--- config.mk ---
export PLATFORM = sky130hd
export DESIGN_NAME = muldiv_sequencer
export DESIGN_NICKNAME = d
export VERILOG_FILES = /design/src/rtl/muldiv_pkg.sv /design/src/rtl/muldiv_step.sv /design/src/rtl/muldiv_sequencer.sv
export SDC_FILE = /design/constraint.sdc
export NUM_CORES = 1
export LEC_CHECK = 0
export CAP_MARGIN = 15
export CORE_ASPECT_RATIO = 1.2
export CORE_MARGIN = 1
export CORE_UTILIZATION = 45
export DETAILED_ROUTE_END_ITERATION = 10
export MAX_ROUTING_LAYER = met4
export PLACE_DENSITY = 0.7
export SYNTH_ARGS = -nofsm -noshare
export SYNTH_HDL_FRONTEND = slang
export SYNTH_SLANG_ARGS = --single-unit
--- constraint.sdc ---
create_clock -name clk -period 5 [get_ports clk]
set_input_delay 0.75 -clock clk [delete_from_list [all_inputs] [get_ports clk]]
set_output_delay 0.75 -clock clk [all_outputs]
set_load 0.05 [all_outputs]
--- src/rtl/muldiv_pkg.sv ---
// Shared types for the multi-cycle multiply/divide unit: FSM states, op kinds, default width.
package muldiv_pkg;

    localparam int DEFAULT_WIDTH = 32;

    typedef enum logic [1:0] {
        IDLE = 2'd0,
        MUL  = 2'd1,
        DIV  = 2'd2,
        DONE = 2'd3
    } muldivStateT;

    typedef enum logic [1:0] {
        OP_MUL = 2'd0,
        OP_DIV = 2'd1,
        OP_MOD = 2'd2
    } opKindT;

endpackage

--- src/rtl/muldiv_step.sv ---
// One iteration of the shift-add multiplier or the restoring divider (purely combinational).
module muldiv_step #(
    parameter int WIDTH = 32
) (
    input  logic             divMode,
    input  logic [WIDTH-1:0] acc,
    input  logic [WIDTH-1:0] regA,
    input  logic [WIDTH-1:0] regB,
    output logic [WIDTH-1:0] accNext,
    output logic [WIDTH-1:0] regANext,
    output logic [WIDTH-1:0] regBNext
);

    // In divide mode acc is the partial remainder, regA the dividend/quotient, regB the divisor.
    logic [WIDTH:0] remShift;
    logic [WIDTH:0] remDiff;

    always_comb begin
        remShift = {acc, regA[WIDTH-1]};
        remDiff  = remShift - {1'b0, regB};
        accNext  = acc;
        regANext = regA;
        regBNext = regB;
        if (divMode) begin
            if (remShift >= {1'b0, regB}) begin
                accNext  = remDiff[WIDTH-1:0];
                regANext = {regA[WIDTH-2:0], 1'b1};
            end else begin
                accNext  = remShift[WIDTH-1:0];
                regANext = {regA[WIDTH-2:0], 1'b0};
            end
        end else begin
            accNext  = regB[0] ? acc + regA : acc;
            regANext = regA << 1;
            regBNext = regB >> 1;
        end
    end

endmodule

--- src/rtl/muldiv_sequencer.sv ---
// Multi-cycle multiply/divide/modulo controller for the execute stage; stalls the pipeline
// while an operation iterates and returns the result with a one-cycle done pulse.
module muldiv_sequencer
    import muldiv_pkg::*;
#(
    parameter int WIDTH = DEFAULT_WIDTH,
    parameter int CNT_W = 6
) (
    input  logic             clk,
    input  logic             rst,
    input  logic             start,
    input  logic             isMul,
    input  logic             isDiv,
    input  logic             isMod,
    input  logic [WIDTH-1:0] op_a,
    input  logic [WIDTH-1:0] op_b,
    output logic             busy,
    output logic             stall_req,
    output logic             done,
    output logic [WIDTH-1:0] result,
    output logic             div_by_zero
);

    muldivStateT      state;
    muldivStateT      stateNext;
    opKindT           kind;
    opKindT           acceptKind;
    logic             accept;
    logic             lastIter;
    logic [CNT_W-1:0] cnt;
    logic [WIDTH-1:0] acc;
    logic [WIDTH-1:0] regA;
    logic [WIDTH-1:0] regB;
    logic [WIDTH-1:0] stepAcc;
    logic [WIDTH-1:0] stepA;
    logic [WIDTH-1:0] stepB;
    logic [WIDTH-1:0] resultR;
    logic             divByZeroR;

    muldiv_step #(.WIDTH(WIDTH)) uStep (
        .divMode  (kind != OP_MUL),
        .acc      (acc),
        .regA     (regA),
        .regB     (regB),
        .accNext  (stepAcc),
        .regANext (stepA),
        .regBNext (stepB)
    );

    always_ff @(posedge clk or posedge rst) begin
        if (rst) begin
            state <= IDLE;
        end else begin
            state <= stateNext;
        end
    end

    always_comb begin
        stateNext  = state;
        accept     = 1'b0;
        lastIter   = (cnt == CNT_W'(WIDTH - 1));
        acceptKind = isMul ? OP_MUL : (isDiv ? OP_DIV : OP_MOD);
        case (state)
            IDLE: begin
                if (start && (isMul || isDiv || isMod)) begin
                    accept = 1'b1;
                    if (isMul) begin
                        stateNext = MUL;
                    end else if (op_b == '0) begin
                        stateNext = DONE;
                    end else begin
                        stateNext = DIV;
                    end
                end
            end
            MUL, DIV: begin
                if (lastIter) begin
                    stateNext = DONE;
                end
            end
            DONE:    stateNext = IDLE;
            default: stateNext = IDLE;
        endcase
    end

    // Multiply and divide share the operand registers: acc starts at 0, A/B take op_a/op_b.
    always_ff @(posedge clk or posedge rst) begin
        if (rst) begin
            kind       <= OP_MUL;
            cnt        <= '0;
            acc        <= '0;
            regA       <= '0;
            regB       <= '0;
            resultR    <= '0;
            divByZeroR <= 1'b0;
        end else begin
            case (state)
                IDLE: begin
                    if (accept) begin
                        kind <= acceptKind;
                        cnt  <= '0;
                        acc  <= '0;
                        regA <= op_a;
                        regB <= op_b;
                        if (!isMul && op_b == '0) begin
                            resultR    <= (acceptKind == OP_DIV) ? '1 : op_a;
                            divByZeroR <= 1'b1;
                        end
                    end
                end
                MUL, DIV: begin
                    acc  <= stepAcc;
                    regA <= stepA;
                    regB <= stepB;
                    cnt  <= cnt + 1'b1;
                    if (lastIter) begin
                        resultR <= (kind == OP_DIV) ? stepA : stepAcc;
                    end
                end
                default: begin
                    divByZeroR <= 1'b0;
                end
            endcase
        end
    end

    assign busy        = (state != IDLE);
    assign done        = (state == DONE);
    assign stall_req   = (start && accept) || busy;
    assign result      = resultR;
    assign div_by_zero = divByZeroR;

endmodule

# ---- Word-level counts from Yosys, hierarchy flattened
# Cells that the tools add are included.
dict set report totals {
  regBits 139
  out_inout_bits 36
}
dict set report classes {
  add_sub_neg 3
  n_lt_le_gt_ge 1
  n_eq_ne 11
  muxes 32
  n_bitwise 1
  reduce_logical 19
}
# operator count
set ops {}
lappend ops {{$mux 32} 12}
lappend ops {{$pmux 32 s2} 4}
lappend ops {{$ge 33x32->1} 1}
lappend ops {{$add 32x32->32} 1}
lappend ops {{$logic_not 32->1} 1}
lappend ops {{$sub 32x32->32} 1}
lappend ops {{$pmux 6 s2} 1}
lappend ops {{$mux 2} 5}
lappend ops {{$ne 2x2->1 const B} 5}
lappend ops {{$mux 1} 7}
lappend ops {{$add 6x1->6 const B} 1}
lappend ops {{$eq 2x1->1 const B} 3}
lappend ops {{$eq 6x5->1 const B} 1}
lappend ops {{$mux 6} 1}
lappend ops {{$pmux 2 s3} 1}
lappend ops {{$reduce_and 2->1} 3}
lappend ops {{$reduce_and 3->1} 2}
lappend ops {{$reduce_bool 2->1} 3}
lappend ops {{$eq 2x2->1 const B} 2}
lappend ops {{$reduce_and 4->1} 1}
lappend ops {{$logic_and 1x1->1} 3}
lappend ops {{$logic_or 1x1->1} 3}
lappend ops {{$logic_not 2->1} 1}
lappend ops {{$pmux 1 s2} 1}
lappend ops {{other kinds (3)} 3}

# ---- Depth between registers and ports, before layout
dict set report logic_depth {
  ltp_word 7
  mapped_depth 13
  depth_no_buf 13
}

# ---- By module
# A second synthesis with hierarchy kept.
dict set report unflattened {
  hier_cells 1419
  area_unflattened_um2 11771.3
}
# mod n_inst cells_each area_per_inst_um2 seq_area_each_um2
set modules_own_cells {}
lappend modules_own_cells {muldiv_sequencer 1 641 6682.7 3478.3}
lappend modules_own_cells {muldiv_step 1 778 5088.6 0.0}

# ---- Worst setup path after synthesis
# OpenSTA, ideal clock, no wires.
dict set report synth_timing {
  path_kind {in2reg}
  startpoint {in isMul}
  endpoint {reg resultR[3], in the netlist result[3]}
  setup_time_ns 0.122
  arrival_time_ns 3.159
  t_required_ns 4.878
  setup_slack_ns 1.718
  stages 9
  n_path_buf 2
  cell_sequence {nor3_1 > o21ai_1 > a21boi_1 > o211ai_1 > or2_2 > clkbuf_1 > clkbuf_1 > nor3_1 > nor3_1}
}
dict set report synth_via {
  elab_chain_len 7
  word_cells_on_any_way 16
}
# element line_no
set synth_lines {}
lappend synth_lines {{start: declaration} muldiv_sequencer.sv:12} ;# input logic isMul,
lappend synth_lines {{branches (longest 7 deep; another with $mux 32)} --}
lappend synth_lines {{end signal: assignment} muldiv_sequencer.sv:106} ;# resultR <= (acceptKind == OP_DIV) ? '1 : op_a;
lappend synth_lines {{end signal: assignment} muldiv_sequencer.sv:117} ;# resultR <= (kind == OP_DIV) ? stepA : stepAcc;
lappend synth_lines {{end: declaration} muldiv_sequencer.sv:37} ;# logic [WIDTH-1:0] resultR;
# Several ways; the timed one is not identified. The select of a mux whose other input is x is not followed.
# A chain may end at the register's enable or synchronous reset.

# ---- Worst setup path after layout
dict set report layout_timing {
  startpoint {in isMul}
  endpoint {out stall_req}
}
dict set report layout_via {
  elab_chain_len 7
}
# element line_no
set layout_lines {}
lappend layout_lines {{$logic_or 1x1->1 (2 in a row)} muldiv_sequencer.sv:65} ;# if (start && (isMul || isDiv || isMod)) begin
lappend layout_lines {{$logic_and 1x1->1} muldiv_sequencer.sv:65}
lappend layout_lines {{$mux 1} muldiv_sequencer.sv:65}
lappend layout_lines {{$mux 1} muldiv_sequencer.sv:63} ;# case (state)
lappend layout_lines {{$logic_and 1x1->1} muldiv_sequencer.sv:129} ;# assign stall_req = (start && accept) || busy;
lappend layout_lines {{$logic_or 1x1->1} muldiv_sequencer.sv:129}
lappend layout_lines {{end: declaration} muldiv_sequencer.sv:18} ;# output logic stall_req,
# Every way passes these cells.

==> impl_metrics.env <==
export IMPL_syn_area_per_cell_um2=7.93
export IMPL_ys_flop_type="dfrtp_1"
export IMPL_grt_pass1_vias=10100
export IMPL_root_buffer="clkbuf_16"
export IMPL_grt_util_all_layers=0.291
export IMPL_die_w_um=144
export IMPL_drive_gt1_frac=0.0508
export IMPL_antenna_found_initial=0
export IMPL_cts_buffer_depth=2
export IMPL_synth_cell_types=71
export IMPL_path_clk_slew_ns=0.06
export IMPL_io_pins=106
export IMPL_drt_total_wl_um=34300
export IMPL_layout_commonest_cell="nor2_1"
export IMPL_n_antenna_cell=0
export IMPL_route_vias_total=10800
export IMPL_wl_per_cell_um=19.3
export IMPL_ant_nets=0
export IMPL_postCtsSetupBuffers=0
export IMPL_synth_area_um2=10900
export IMPL_h_tree_depth=4
export IMPL_start_util=0.458
export IMPL_required_ns=4.25
export IMPL_synth_edf_count=0
export IMPL_holdBufCountCts=0
export IMPL_layout_common_cells="nor2_1 (190), a21oi_1 (151), dfrtp_1 (139), nand2_1 (131), clkdlybuf4s50_1 (105)"
export IMPL_chipHeight_um=173
export IMPL_yosysTopAreaCell="dfrtp_1"
export IMPL_clock_latency_ns=0.43
export IMPL_arrival_ns=2.96
export IMPL_synth_nets=1518
export IMPL_fmax_mhz=269
export IMPL_synth_seq_cells=139
export IMPL_io_buffers=105
export IMPL_critPathMaxFanout=7
export IMPL_outcome="finished clean"
export IMPL_area_growth_pct=17.6
export IMPL_period_minus_slack_ns=3.71
export IMPL_rows=62
export IMPL_clock_skew_ns=0.0100
export IMPL_first_pass_iters=8
export IMPL_hold_violations=0
export IMPL_die_area_um2=24900
export IMPL_synthCells=1380
export IMPL_grt_ovfl_total=0
export IMPL_coreArea_um2=23900
export IMPL_synth_warning_count=0
export IMPL_cts_tree="yes"
export IMPL_async_reset_ff_frac=1.00
export IMPL_setup_tns_ns=0
export IMPL_numCtsBuffers=17
export IMPL_synth_top_area_frac=0.318
export IMPL_min_delay_path_class="flop to flop"
export IMPL_hold_slack_ns=0.486
export IMPL_slew_headroom=0.148
export IMPL_gp_congestion=0.985
export IMPL_critical_path_class="input port to output pin"
export IMPL_clock_sinks=139
export IMPL_via_per_inst=6.07
export IMPL_period_share=0.743
export IMPL_hpwl_um=26000
export IMPL_grt_pass1_wl_um=54500
export IMPL_worst_slew_pin_slew_ns=1.27
export IMPL_cts_resized=0
export IMPL_final_nets=1582
export IMPL_maxCapViolations=0
export IMPL_drc=0
export IMPL_grt_setup_unrepaired="false"
export IMPL_finalMaxSlewViolations=0
export IMPL_synth_area_leaders="dfrtp_1 (32%), ha_1 (7.5%), a21oi_1 (7.0%)"
export IMPL_first_iter_violations=833
export IMPL_critPathLaunchType="input port"
export IMPL_end_kind="output pin"
export IMPL_grt_max_degree=77
export IMPL_fill_cells=2295
export IMPL_setup_viol=0
export IMPL_synth_seq_area_share=0.318
sequential cells by signal (all words and copies together) (netlist names):
register	count
acc	32
cnt	6
div_by_zero	1
kind	2
regA	32
regB	32
result	32
state	2
logic make-up after synthesis:
kind of cell / count (synthesis) / share of synthesized area
multiplexers: 70 / 0.0647
AO/OA/AOI/OAI: 458 / 0.264
buffers and inverters: 133 / 0.0472
flip-flops: 139 / 0.318
adder cells (fa/ha/maj): 68 / 0.0791
XOR/XNOR: 51 / 0.0408
AND/OR/NAND/NOR: 461 / 0.187
routing by layer:
| layer | share of wire | global-route usage | wire length [um] | vias to the layer above |
|---|---|---|---|---|
| met5 | 0 | - | 0 | - |
| met4 | 0.039 | 0.118 | 1340 | 0 |
| met3 | 0.077 | 0.0321 | 2640 | 83 |
| met2 | 0.44 | 0.433 | 15300 | 494 |
| met1 | 0.44 | 0.400 | 15100 | 5049 |
| li1 | - | - | - | 5153 |
cell usage after synthesis (10+ instances only):
cell and count:
a31oi_1 12, xor2_1 22, a211oi_1 14, o211ai_1 20
o21bai_1 10, nor4_1 10, nor2_1 190, a21o_1 19
a22o_1 13, xnor2_1 29, dfrtp_1 139, nand4_1 13
o31ai_1 15, nor3_1 36, mux2i_1 64, a21oi_1 152
clkbuf_1 63, ha_1 66, nand3_1 26, o22ai_1 28
o21ai_0 100, inv_1 56, nand2_1 131
per-stage QoR:
stage                     utilization  worst slack [ns]  instance area [um2]  instances
final                           0.538              1.29                12900       1776
after global routing            0.538             0.961                12900       1776
after CTS                       0.538              1.31                12900       1776
after detailed placement        0.513              1.16                12300       1745
after global placement          0.513              1.29                12300       1745
after floorplan                     -             0.525                10900       1380
area by class of cell:
cell class	count	area (um2)	share of cell area
Clock buffer	17	425	0.0331
Inverter	56	215	0.0167
Multi-Input combinational cell	1108	6980	0.543
Tap cell	320	400	0.0311
Timing Repair Buffer	122	1180	0.0916
Clock inverter	14	183	0.0142
Sequential cell	139	3480	0.270
path summary, 6_finish.rpt:
check                                            start  slack (ns)                endpoint  cells after the start
min in group asynchronous                          rst        0.81     regA[1]$_DFFE_PP0P_                      2
worst max register to register     acc[27]$_DFFE_PP0P_        1.30  result[14]$_DFFE_PP0P_                     11
worst min register to register  result[14]$_DFFE_PP0P_        0.49  result[14]$_DFFE_PP0P_                      2
worst min-delay path            result[14]$_DFFE_PP0P_        0.49  result[14]$_DFFE_PP0P_                      2
worst max-delay path                             isMul        1.29               stall_req                      4
max in group asynchronous                          rst        3.23     acc[10]$_DFFE_PP0P_                      3
worst max-delay path, cell delays in order:
cell and delay [ns]:
clkdlybuf4s50_1 0.64, nor3_1 0.13, o21ai_1 0.51, clkdlybuf4s50_1 0.92
Power is left out: the tool's default activity adds up to more than one toggle a clock period on the data nets, which glitch-free logic cannot reach.
